--- src/rtl/in_fm_tile_scheduler.sv ---
// Layer-level sequencer for the input-feature-map tile loader: walks every
// M x R x C input tile (col innermost, then row, then m) and handshakes loader and conv engine.
module in_fm_tile_scheduler #(
    parameter int unsigned CW = 32,
    parameter int unsigned M  = 32,
    parameter int unsigned R  = 64,
    parameter int unsigned C  = 32,
    parameter int unsigned Tm = 8,
    parameter int unsigned Tr = 16,
    parameter int unsigned Tc = 8
) (
    input  logic          clk,
    input  logic          rst,
    input  logic          run,
    output logic          load_start,
    input  logic          load_done,
    output logic          conv_tile_clean,
    output logic          tile_valid,
    input  logic          conv_tile_done,
    output logic [CW-1:0] tile_base_m,
    output logic [CW-1:0] tile_base_row,
    output logic [CW-1:0] tile_base_col,
    output logic [CW-1:0] tile_idx,
    output logic          busy,
    output logic          layer_done
);

    typedef enum logic [2:0] {
        StIdle,
        StIssue,
        StWaitLoad,
        StTileRdy,
        StClean,
        StFinish
    } state_e;

    state_e        state_q, state_d;
    logic [CW-1:0] m_q, m_d;
    logic [CW-1:0] row_q, row_d;
    logic [CW-1:0] col_q, col_d;
    logic [CW-1:0] idx_q, idx_d;

    logic [CW-1:0] col_sum, row_sum, m_sum;
    logic          col_wrap, row_wrap, m_wrap, last_tile;

    // Sums are compared before assignment; dim + tile never wraps CW bits.
    assign col_sum   = col_q + CW'(Tc);
    assign row_sum   = row_q + CW'(Tr);
    assign m_sum     = m_q + CW'(Tm);
    assign col_wrap  = col_sum >= CW'(C);
    assign row_wrap  = row_sum >= CW'(R);
    assign m_wrap    = m_sum >= CW'(M);
    assign last_tile = col_wrap && row_wrap && m_wrap;

    always_ff @(posedge clk or negedge rst) begin
        if (!rst) begin
            state_q <= StIdle;
            m_q     <= '0;
            row_q   <= '0;
            col_q   <= '0;
            idx_q   <= '0;
        end else begin
            state_q <= state_d;
            m_q     <= m_d;
            row_q   <= row_d;
            col_q   <= col_d;
            idx_q   <= idx_d;
        end
    end

    always_comb begin
        state_d = state_q;
        m_d     = m_q;
        row_d   = row_q;
        col_d   = col_q;
        idx_d   = idx_q;
        unique case (state_q)
            StIdle: begin
                if (run) begin
                    state_d = StIssue;
                    m_d     = '0;
                    row_d   = '0;
                    col_d   = '0;
                    idx_d   = '0;
                end
            end
            // load_done may still be falling from the previous tile here.
            StIssue: state_d = StWaitLoad;
            StWaitLoad: begin
                if (load_done) state_d = StTileRdy;
            end
            StTileRdy: begin
                if (conv_tile_done) state_d = StClean;
            end
            StClean: begin
                idx_d = idx_q + CW'(1);
                if (last_tile) begin
                    state_d = StFinish;
                    m_d     = '0;
                    row_d   = '0;
                    col_d   = '0;
                end else begin
                    state_d = StIssue;
                    if (col_wrap) begin
                        col_d = '0;
                        if (row_wrap) begin
                            row_d = '0;
                            m_d   = m_sum;
                        end else begin
                            row_d = row_sum;
                        end
                    end else begin
                        col_d = col_sum;
                    end
                end
            end
            StFinish: state_d = StIdle;
            default:  state_d = StIdle;
        endcase
    end

    assign load_start      = (state_q == StIssue);
    assign tile_valid      = (state_q == StTileRdy);
    assign conv_tile_clean = (state_q == StClean);
    assign layer_done      = (state_q == StFinish);
    assign busy            = (state_q != StIdle) && (state_q != StFinish);
    assign tile_base_m     = m_q;
    assign tile_base_row   = row_q;
    assign tile_base_col   = col_q;
    assign tile_idx        = idx_q;

endmodule

--- config.mk ---
export PLATFORM = sky130hd
export DESIGN_NAME = in_fm_tile_scheduler
export DESIGN_NICKNAME = d
export VERILOG_FILES = /design/src/rtl/in_fm_tile_scheduler.sv
export SDC_FILE = /design/constraint.sdc
export NUM_CORES = 1
export LEC_CHECK = 0
export CAP_MARGIN = 20
export CORE_MARGIN = 10
export CORE_UTILIZATION = 55
export CTS_CLUSTER_DIAMETER = 60
export CTS_CLUSTER_SIZE = 8
export DETAILED_ROUTE_END_ITERATION = 12
export HOLD_SLACK_MARGIN = 0.02
export PLACE_DENSITY = 0.85
export SETUP_SLACK_MARGIN = 0.1
export SLEW_MARGIN = 25
export SYNTH_ARGS = -nofsm -noshare
export SYNTH_HDL_FRONTEND = slang
export SYNTH_SLANG_ARGS = --single-unit
--- constraint.sdc ---
create_clock -name clk -period 7.85 [get_ports clk]
set_clock_uncertainty 0.2 [all_clocks]
set_input_delay 1.57 -clock clk [delete_from_list [all_inputs] [get_ports clk]]
set_output_delay 1.57 -clock clk [all_outputs]
set_load 0.05 [all_outputs]
==> impl_metrics.csv, run 1 <==
group,metric,value,unit
run_status,outcome,"completed",
synth,synth_edf_count,0,
power,leakage,0.00346,uW
place,io_buffers,127,
worst_setup_path,r2r-end,"tile_base_m[3]",
layout,mostFrequentLayoutCell,"clkdlybuf4s50_1",
clocking,clock-root-buffer,"clkbuf_16",
timing,hold_viol,0,
layout,nets,805,
synth,async_flop_share,100,%
global_routing,grt_usage,22.5,%
worst_setup_path,worstSetupPathType,"flip-flop to output pin",
clocking,clk_latency,0.42,ns
worst_setup_path,cp_slowest_cell,"clkdlybuf4s50_1",
layout,stdcell_count,951,
power,power_density,219,mW/mm2
worst_setup_path,path_cells,"nor2_1, nand2_1, clkinv_1, clkdlybuf4s50_1",
clocking,postCtsSetupBuffers,0,
min_path,hold_path_end,"tile_idx[31]",
worst_setup_path,r2r-start,"tile_base_row[4]",
synth,syn_avg_cell_area,9.44,um2
floorplan,core_area,0.0113,mm2
clocking,cts_num_sinks,121,
drt,dr_wl_met2,8.87,mm
synth,ys.flop_type,"dfrtp_1",
drt,viasPerCell,6.17,
timing,setup_violations,0,
global_routing,grt_start_max_net_pins,68,
timing,worst_pin_slew,0.985,ns
layout,n_antenna_cell,0,
synth,ys_ff_latch,121,
floorplan,io_pins,138,
worst_setup_path,worstSetupEndpointType,"output pin",
power,p_sw_share,29.2,%
layout,area_growth,31.3,%
worst_setup_path,rrSetupSlack,4.08,ns
worst_setup_path,slowest_delay,0.91,ns
drt,drtIter0Drc,549,
drt,ant_nets,0,
global_routing,grt_pass1_wl,29.9,mm
place,dpl_cell_area,0.00765,mm2
min_path,hold_class,"flip-flop to flip-flop",
timing,maxSlewViolCount,0,
place,dp_cells,920,
clocking,cts_max_level,4,
timing,setup_tns,0,ns
timing,fmax,206,MHz
synth,synth_cell_type_count,69,
synth,synth_area_leader_cell,"dfrtp_1",
worst_setup_path,cp_data_arrival_time,3.10,ns
synth,yosysTopAreaCellShare,47.9,%
power,p_clk_share,46.9,%
floorplan,die_h,127,um
synth,synth.cell_area,0.00632,mm2
synth,ys_seq_area_share,47.9,%
power,p_int,1280,uW
drt,dr.pass1.iters,7,
power,seqPwrFrac,37.4,%
timing,fin_crit,4.87,ns
clocking,hold_buffers,0,
worst_setup_path,crit_start,"state_q[0]",
drt,drc,0,
layout,drive_above_1_share,6.31,%
drt,wire_per_inst,19.2,um
worst_setup_path,critPathMaxFanout,19,
timing,finalCritPeriodShare,62.0,%
clocking,tritoncts,"done",
global_routing,grt_pass1_vias,5723,
timing,hold_slack,0.294,ns
clocking,cts-buffers-inserted,17,
timing,rsz0062_at_grt,"false",
min_path,hold_depth,1,
min_path,min_from,"tile_idx[31]",
drt,route.top_layer_used,"met4",
layout,fin_area,0.00830,mm2
place,place_hpwl,12.8,mm
drt,wl_met1,7.61,mm
worst_setup_path,worstSetupStartpointType,"flip-flop",
floorplan,fp-row-count,39,
clocking,cts_buffer_depth,2,
layout,utilization,73.3,%
floorplan,die-area,0.0162,mm2
floorplan,die_width,127,um
floorplan,start_util,55.8,%
drt,met3_length,1.42,mm
layout,layout_common_cells,"126 x clkdlybuf4s50_1, 121 x dfrtp_1, 83 x and2_1",
worst_setup_path,reg2regPathDepth,9,
power,p_comb_share,15.7,%
run,cap_violations,0,
synth,synthCells,669,
drt,vias,5866,
worst_setup_path,worstPathRequired,6.08,ns
timing,max_slew_margin,33.7,%
synth,yosysWarnings,0,
clocking,cts.clk_slew.worst_paths,0.06,ns
power,vdd_drop_max,0.168,mV
place,place_congestion,0.906,
global_routing,grt_overflow,0,
clocking,ctsResizeCount,0,
drt,drt_wl_total,18.2,mm
power,p_switching,530,uW
synth,yosys-top-cells-area,"dfrtp_1 48%, and2_1 8.2%, nand3_1 4.7%",
global_routing,grt_antenna_before_repair,1,
## synthesized netlist by cell type, types with 3 or more instances
| library cell | number |
|---|---|
| nor3_1 | 18 |
| a21oi_1 | 18 |
| nand2b_1 | 5 |
| and3_1 | 19 |
| a2111oi_0 | 4 |
| a21o_1 | 4 |
| nand3_1 | 59 |
| or4_1 | 7 |
| o31ai_1 | 4 |
| o22ai_1 | 3 |
| and2_1 | 83 |
| mux2_2 | 4 |
| and4_1 | 8 |
| or3_1 | 4 |
| a21boi_0 | 3 |
| o21ai_0 | 39 |
| o211ai_1 | 6 |
| nor2_1 | 38 |
| nand2_1 | 45 |
| clkbuf_1 | 11 |
| nor4_1 | 18 |
| clkbuf_2 | 4 |
| a211oi_1 | 7 |
| mux2i_1 | 9 |
| nor3b_1 | 3 |
| ha_1 | 4 |
| buf_4 | 10 |
| dfrtp_1 | 121 |
| a31oi_1 | 8 |
| xnor2_1 | 5 |
| nand4_1 | 36 |
| inv_1 | 11 |
| a22o_1 | 4 |
| or2_2 | 4 |
## logic make-up after synthesis
logic type,count (synthesis),synth area share [%]
multiplexers,13,2.14
buffers and inverters,41,3.37
other,1,0.0594
AO/OA/AOI/OAI,122,12.7
XOR/XNOR,7,0.971
flip-flops,121,47.9
adder cells (fa/ha/maj),4,0.792
AND/OR/NAND/NOR,360,32.1
## sequential cells by signal, indices dropped and copies added, names as in the netlist
name,flops
tile_base_col,29
tile_base_row,28
tile_idx,32
state_q,3
tile_base_m,29
## power groups by stage
| stage | Clock (uW) | Combinational [uW] | Sequential, uW |
|---|---|---|---|
| 3_3_place_gp | 0 | 272 | 685 |
| 2_1_floorplan | 0 | 148 | 729 |
| 6_report | 851 | 285 | 678 |
| 3_5_place_dp | 0 | 284 | 687 |
| 4_1_cts | 859 | 286 | 677 |
| 5_1_grt | 890 | 306 | 682 |
## worst max path at each step
stage                      end  slack, ns  cells past startpoint
3_5_place_dp   conv_tile_clean       3.49                      4
5_1_grt        conv_tile_clean       2.75                      4
6_report       conv_tile_clean       2.98                      4
3_3_place_gp   conv_tile_clean       3.68                      4
2_1_floorplan   tile_base_m[3]       4.46                      9
4_1_cts        conv_tile_clean       3.02                      4
## metal layers
layer,vias up,global-route usage (%)
met5,-,0
met3,33,8.48
met2,213,36.5
met1,2875,26.6
li1,2745,-
met4,0,8.24
## cell type report
class                      count  area [um2]
timing repair buffer         128        1280
sequential                   121        3030
inverter                      12        45.0
multi-input combinational    516        3130
clock inverter                12         199
clock buffer                  19         443
tap                          143         179
fill                         850        3030
## per-stage QoR
| stage | worst slack [ns] | power (uW) |
|---|---|---|
| floorplan | 4.46 | 877 |
| global placement | 3.68 | 957 |
| detailed placement | 3.49 | 971 |
| CTS | 3.02 | 1820 |
| global route | 2.75 | 1880 |
| finish | 2.98 | 1810 |
## critical path: cells and delay by family, from the launching register on
| kind | cells | cell delay (ns) |
|---|---|---|
| buffers and inverters | 2 | 1.42 |
| and+or+nand+nor | 2 | 0.83 |
| DFF | 1 | 0.42 |
No activity file was read; power rests on OpenSTA's default activity.
==> run 2, diff against run 1 <==
- CORE_UTILIZATION: 55 -> 46
- PLACE_DENSITY: 0.85 -> 0.76
- clock period: 7.85 -> 4.4 ns (I/O delays scaled with it)
==> impl_metrics.csv, run 2 (synthesis results as in run 1) <==
group,metric,value,unit
run_status,outcome,"completed",
place,place_hpwl,12.4,mm
drt,wire_per_inst,17.6,um
worst_setup_path,worstPathRequired,4.55,ns
worst_setup_path,critPathMaxFanout,29,
timing,hold_viol,0,
global_routing,grt_antenna_before_repair,0,
clocking,clk_latency,0.42,ns
clocking,cts-buffers-inserted,17,
layout,area_growth,30.0,%
timing,rsz0062_at_grt,"false",
timing,setup_violations,0,
global_routing,grt_start_max_net_pins,68,
timing,fin_crit,3.77,ns
clocking,cts.clk_slew.worst_paths,0.05,ns
clocking,tritoncts,"done",
place,io_buffers,127,
layout,drive_above_1_share,6.06,%
worst_setup_path,worstSetupPathType,"flip-flop to flip-flop",
floorplan,die-area,0.0188,mm2
power,vdd_drop_max,0.392,mV
timing,setup_tns,0,ns
worst_setup_path,worstSetupStartpointType,"flip-flop",
global_routing,grt_pass1_vias,5469,
run,cap_violations,0,
place,dpl_worst_slack,0.659,ns
worst_setup_path,cp_data_arrival_time,3.92,ns
clocking,hold_buffers,0,
global_routing,grt_pass1_wl,28.3,mm
clocking,ctsResizeCount,0,
power,leakage,0.00343,uW
timing,worst_pin_slew,0.967,ns
drt,drc,0,
floorplan,die_h,137,um
drt,drtIter0Drc,524,
layout,fillers,1120,
worst_setup_path,crit_path_end,"tile_base_m[3]",
layout,n_antenna_cell,0,
timing,maxSlewViolCount,0,
layout,nets,810,
worst_setup_path,crit_start,"tile_base_row[4]",
floorplan,fp-row-count,42,
floorplan,io_pins,138,
clocking,clock-root-buffer,"clkbuf_16",
worst_setup_path,r2r-end,"tile_base_m[3]",
clocking,cts_num_sinks,121,
layout,largest_reg_flops,32,
floorplan,core_area,0.0133,mm2
floorplan,die_width,137,um
place,place_congestion,0.900,
clocking,cts_max_level,4,
worst_setup_path,worstSetupEndpointType,"flip-flop",
worst_setup_path,reg2regPathDepth,9,
floorplan,start_util,47.3,%
clocking,cts_buffer_depth,2,
layout,mostFrequentLayoutCell,"clkdlybuf4s50_1",
drt,vias,5759,
drt,ant_nets,0,
global_routing,grt_usage,18.6,%
worst_setup_path,rrSetupSlack,0.63,ns
drt,viasPerCell,5.85,
power,power_density,350,mW/mm2
clocking,postCtsSetupBuffers,0,
timing,finalCritPeriodShare,85.7,%
worst_setup_path,r2r-start,"tile_base_row[4]",
drt,dr.pass1.iters,5,
min_path,hold_class,"flip-flop to flip-flop",
timing,fmax,265,MHz
timing,max_slew_margin,35.1,%
drt,drt_wl_total,17.4,mm
global_routing,grt_overflow,0,
timing,worst_slack,0.628,ns
layout,layout_common_cells,"126 x clkdlybuf4s50_1, 121 x dfrtp_1, 83 x and2_1",
## run 2: layout make-up
type | count | area [um2] | area share, %
Sequential cell | 121 | 3030 | 36.9
Timing Repair Buffer | 133 | 1330 | 16.1
Tap cell | 176 | 220 | 2.68
Inverter | 12 | 45.0 | 0.548
Clock inverter | 6 | 30.0 | 0.366
Multi-Input combinational cell | 516 | 3110 | 37.9
Clock buffer | 21 | 450 | 5.48
## run 2: per-layer routing
metal  vias up  part of all wire [%]  GRT usage [%]
met5         -                     0              0
met4         0                   1.6           6.85
met1      2803                    43           23.8
met3        26                   7.6           5.17
met2       204                    47           29.5
li1       2726                     -              -
## run 2: per-stage QoR
step / power, uW / hold WS, ns / cells / utilization [%] / area [um2]
floorplan: 1560 / 0.371 / 678 / - / 6350
global placement: 1720 / 0.276 / 958 / 57.9 / 7730
detailed placement: 1740 / 0.284 / 958 / 57.9 / 7730
CTS: 2910 / 0.295 / 985 / 61.5 / 8210
global route: 3010 / 0.310 / 985 / 61.5 / 8210
finish: 2880 / 0.289 / 985 / 61.5 / 8210
## run 2: worst max-delay path: stages, from the launching register on
cell and delay, ns:
dfrtp_1 0.44, ha_1 0.34, inv_1 0.07, or3_1 0.46
nor4_1 0.36, nand3_1 0.13, a211oi_1 0.29, nand4_1 0.31
o211ai_2 0.82, mux2_2 0.29
## run 2: where the power goes
group / internal [uW] / switching [uW] / leakage, uW
Clock: 708 / 455 / 0.000244
Combinational: 134 / 374 / 0.00151
Sequential: 1150 / 55.8 / 0.00168
Total: 1990 / 884 / 0.00343
## run 2: worst min-delay path by stage
stage                  from      endpoint  slack [ns]  cells after the start
6_report       tile_idx[31]  tile_idx[31]        0.29                      1
5_1_grt        tile_idx[31]  tile_idx[31]        0.31                      1
4_1_cts        tile_idx[31]  tile_idx[31]        0.29                      1
3_5_place_dp   tile_idx[31]  tile_idx[31]        0.28                      1
3_3_place_gp   tile_idx[31]  tile_idx[31]        0.28                      1
2_1_floorplan    state_q[1]    state_q[1]        0.37                      2
==> variant, RTL diff (settings of run 2) <==
The parameter `CW` goes from 32 to 48.
--- a/src/rtl/in_fm_tile_scheduler.sv
+++ b/src/rtl/in_fm_tile_scheduler.sv
@@ -1,7 +1,7 @@
 // Layer-level sequencer for the input-feature-map tile loader: walks every
 // M x R x C input tile (col innermost, then row, then m) and handshakes loader and conv engine.
 module in_fm_tile_scheduler #(
-    parameter int unsigned CW = 32,
+    parameter int unsigned CW = 48,
     parameter int unsigned M  = 32,
     parameter int unsigned R  = 64,
     parameter int unsigned C  = 32,
Ports: changed (resized tile_base_col, tile_base_m, tile_base_row and tile_idx); port bits go from 138 to 202. The function was not compared with the original's and may differ.
==> variant against run 2 <==
Sequential cell count increased by 64; largest power group unchanged; total power increased by 42%; setup slack got worse by 0.25 ns; via count increased by 58%; design area increased by 56%; highest routed layer is now met5; area after synthesis increased by 58%; routed wire length increased by 66%; non-clock buffer count increased by 74.
==> variant: results (changes against run 2) <==
----------------------------------------------------
[Global routing]
  Global routing usage on met2 ... 0.318 (was 0.295)
  Vias in the first global route ... 8745 (was 5469)
  Met3 layer usage reported by global route ... 0.0517 (about the same)

[Layout]
  Non-clock buffer contribution to total cell area ... 0.160 (was 0.161)
  Number of fill cells in the layout ... 1827 (was 1120)
  #MultiIn Comb ... 824 (was 516)
  Flip-flop count of the largest register after layout ... 48 (was 32)

[Worst setup path]
  Worst reg2reg path depth ... 10 (was 9)
  Longest individual stage delay on the worst path ... 0.61 ns (was 0.82 ns)
  Arrival time at the worst endpoint ... 4.19 ns (was 3.92 ns)

[STA]
  Worst setup margin ... 0.383 ns (was 0.628 ns)
  Measured slew at the worst slew-check pin ... 1.02 ns (was 0.967 ns)
  Worst Hold Slack ... 0.283 ns (was 0.289 ns)

[Drt]
  Detailed-route via count ... 9094 (was 5759)
  Count of routing violations after the opening detailed-route iteration ... 772 (was 524)
  DR WL met3 ... 2.06 mm (was 1.32 mm)
  Met1 Routed Length ... 12.6 mm (was 7.56 mm)

[Place]
  HPWL reported at the end of detailed placement ... 20.9 mm (was 12.4 mm)
  Pre-CTS setup slack ... 0.336 ns (was 0.659 ns)

[Outcome]
  Outcome ... finished, final reports clean (unchanged)

[Power and ir drop]
  PD cells ... 320 nW/um2 (was 350 nW/um2)
  Total net switching power ... 1.22 mW (was 0.884 mW)
  Clk. pwr ... 1.64 mW (was 1.16 mW)

[Synth]
  Sequential fraction of the synthesis area ... 0.464 (was 0.479)
  Count of cell types in the netlist ... 76 (was 69)
  Cell types occupying the most area after synthesis ... dfrtp_1 46%, and2_1 7.5%, nand4_1 3.6% (was dfrtp_1 48%, and2_1 8.2%, nand3_1 4.7%)

----------------------------------------------------
## variant: cell count changes in the layout (fill, tap and decap cells not counted), moves of 11 or more
| cell | run 2 | this run |
|---|---|---|
| a31oi_1 | 8 | 19 |
| and2_1 | 83 | 120 |
| and3_1 | 19 | 33 |
| clkdlybuf4s50_1 | 126 | 189 |
| dfrtp_1 | 121 | 185 |
| inv_1 | 11 | 25 |
| nand2_1 | 45 | 92 |
| nand3_1 | 59 | 70 |
| nand4_1 | 36 | 58 |
| nor2_1 | 38 | 56 |
| nor3_1 | 18 | 29 |
| nor4_1 | 18 | 34 |
| o21ai_0 | 39 | 66 |
## variant: logic make-up after synthesis
logic type / Yosys count / share of synthesized area
buffers and inverters: 75 / 0.0354
xor gates and xnor gates: 21 / 0.0184
other: 1 / 0.000376
adders and majority gates: 5 / 0.00627
and+or+nand+nor: 567 / 0.321
DFF: 185 / 0.464
muxes: 24 / 0.0254
AOI/OAI and AO/OA: 197 / 0.130
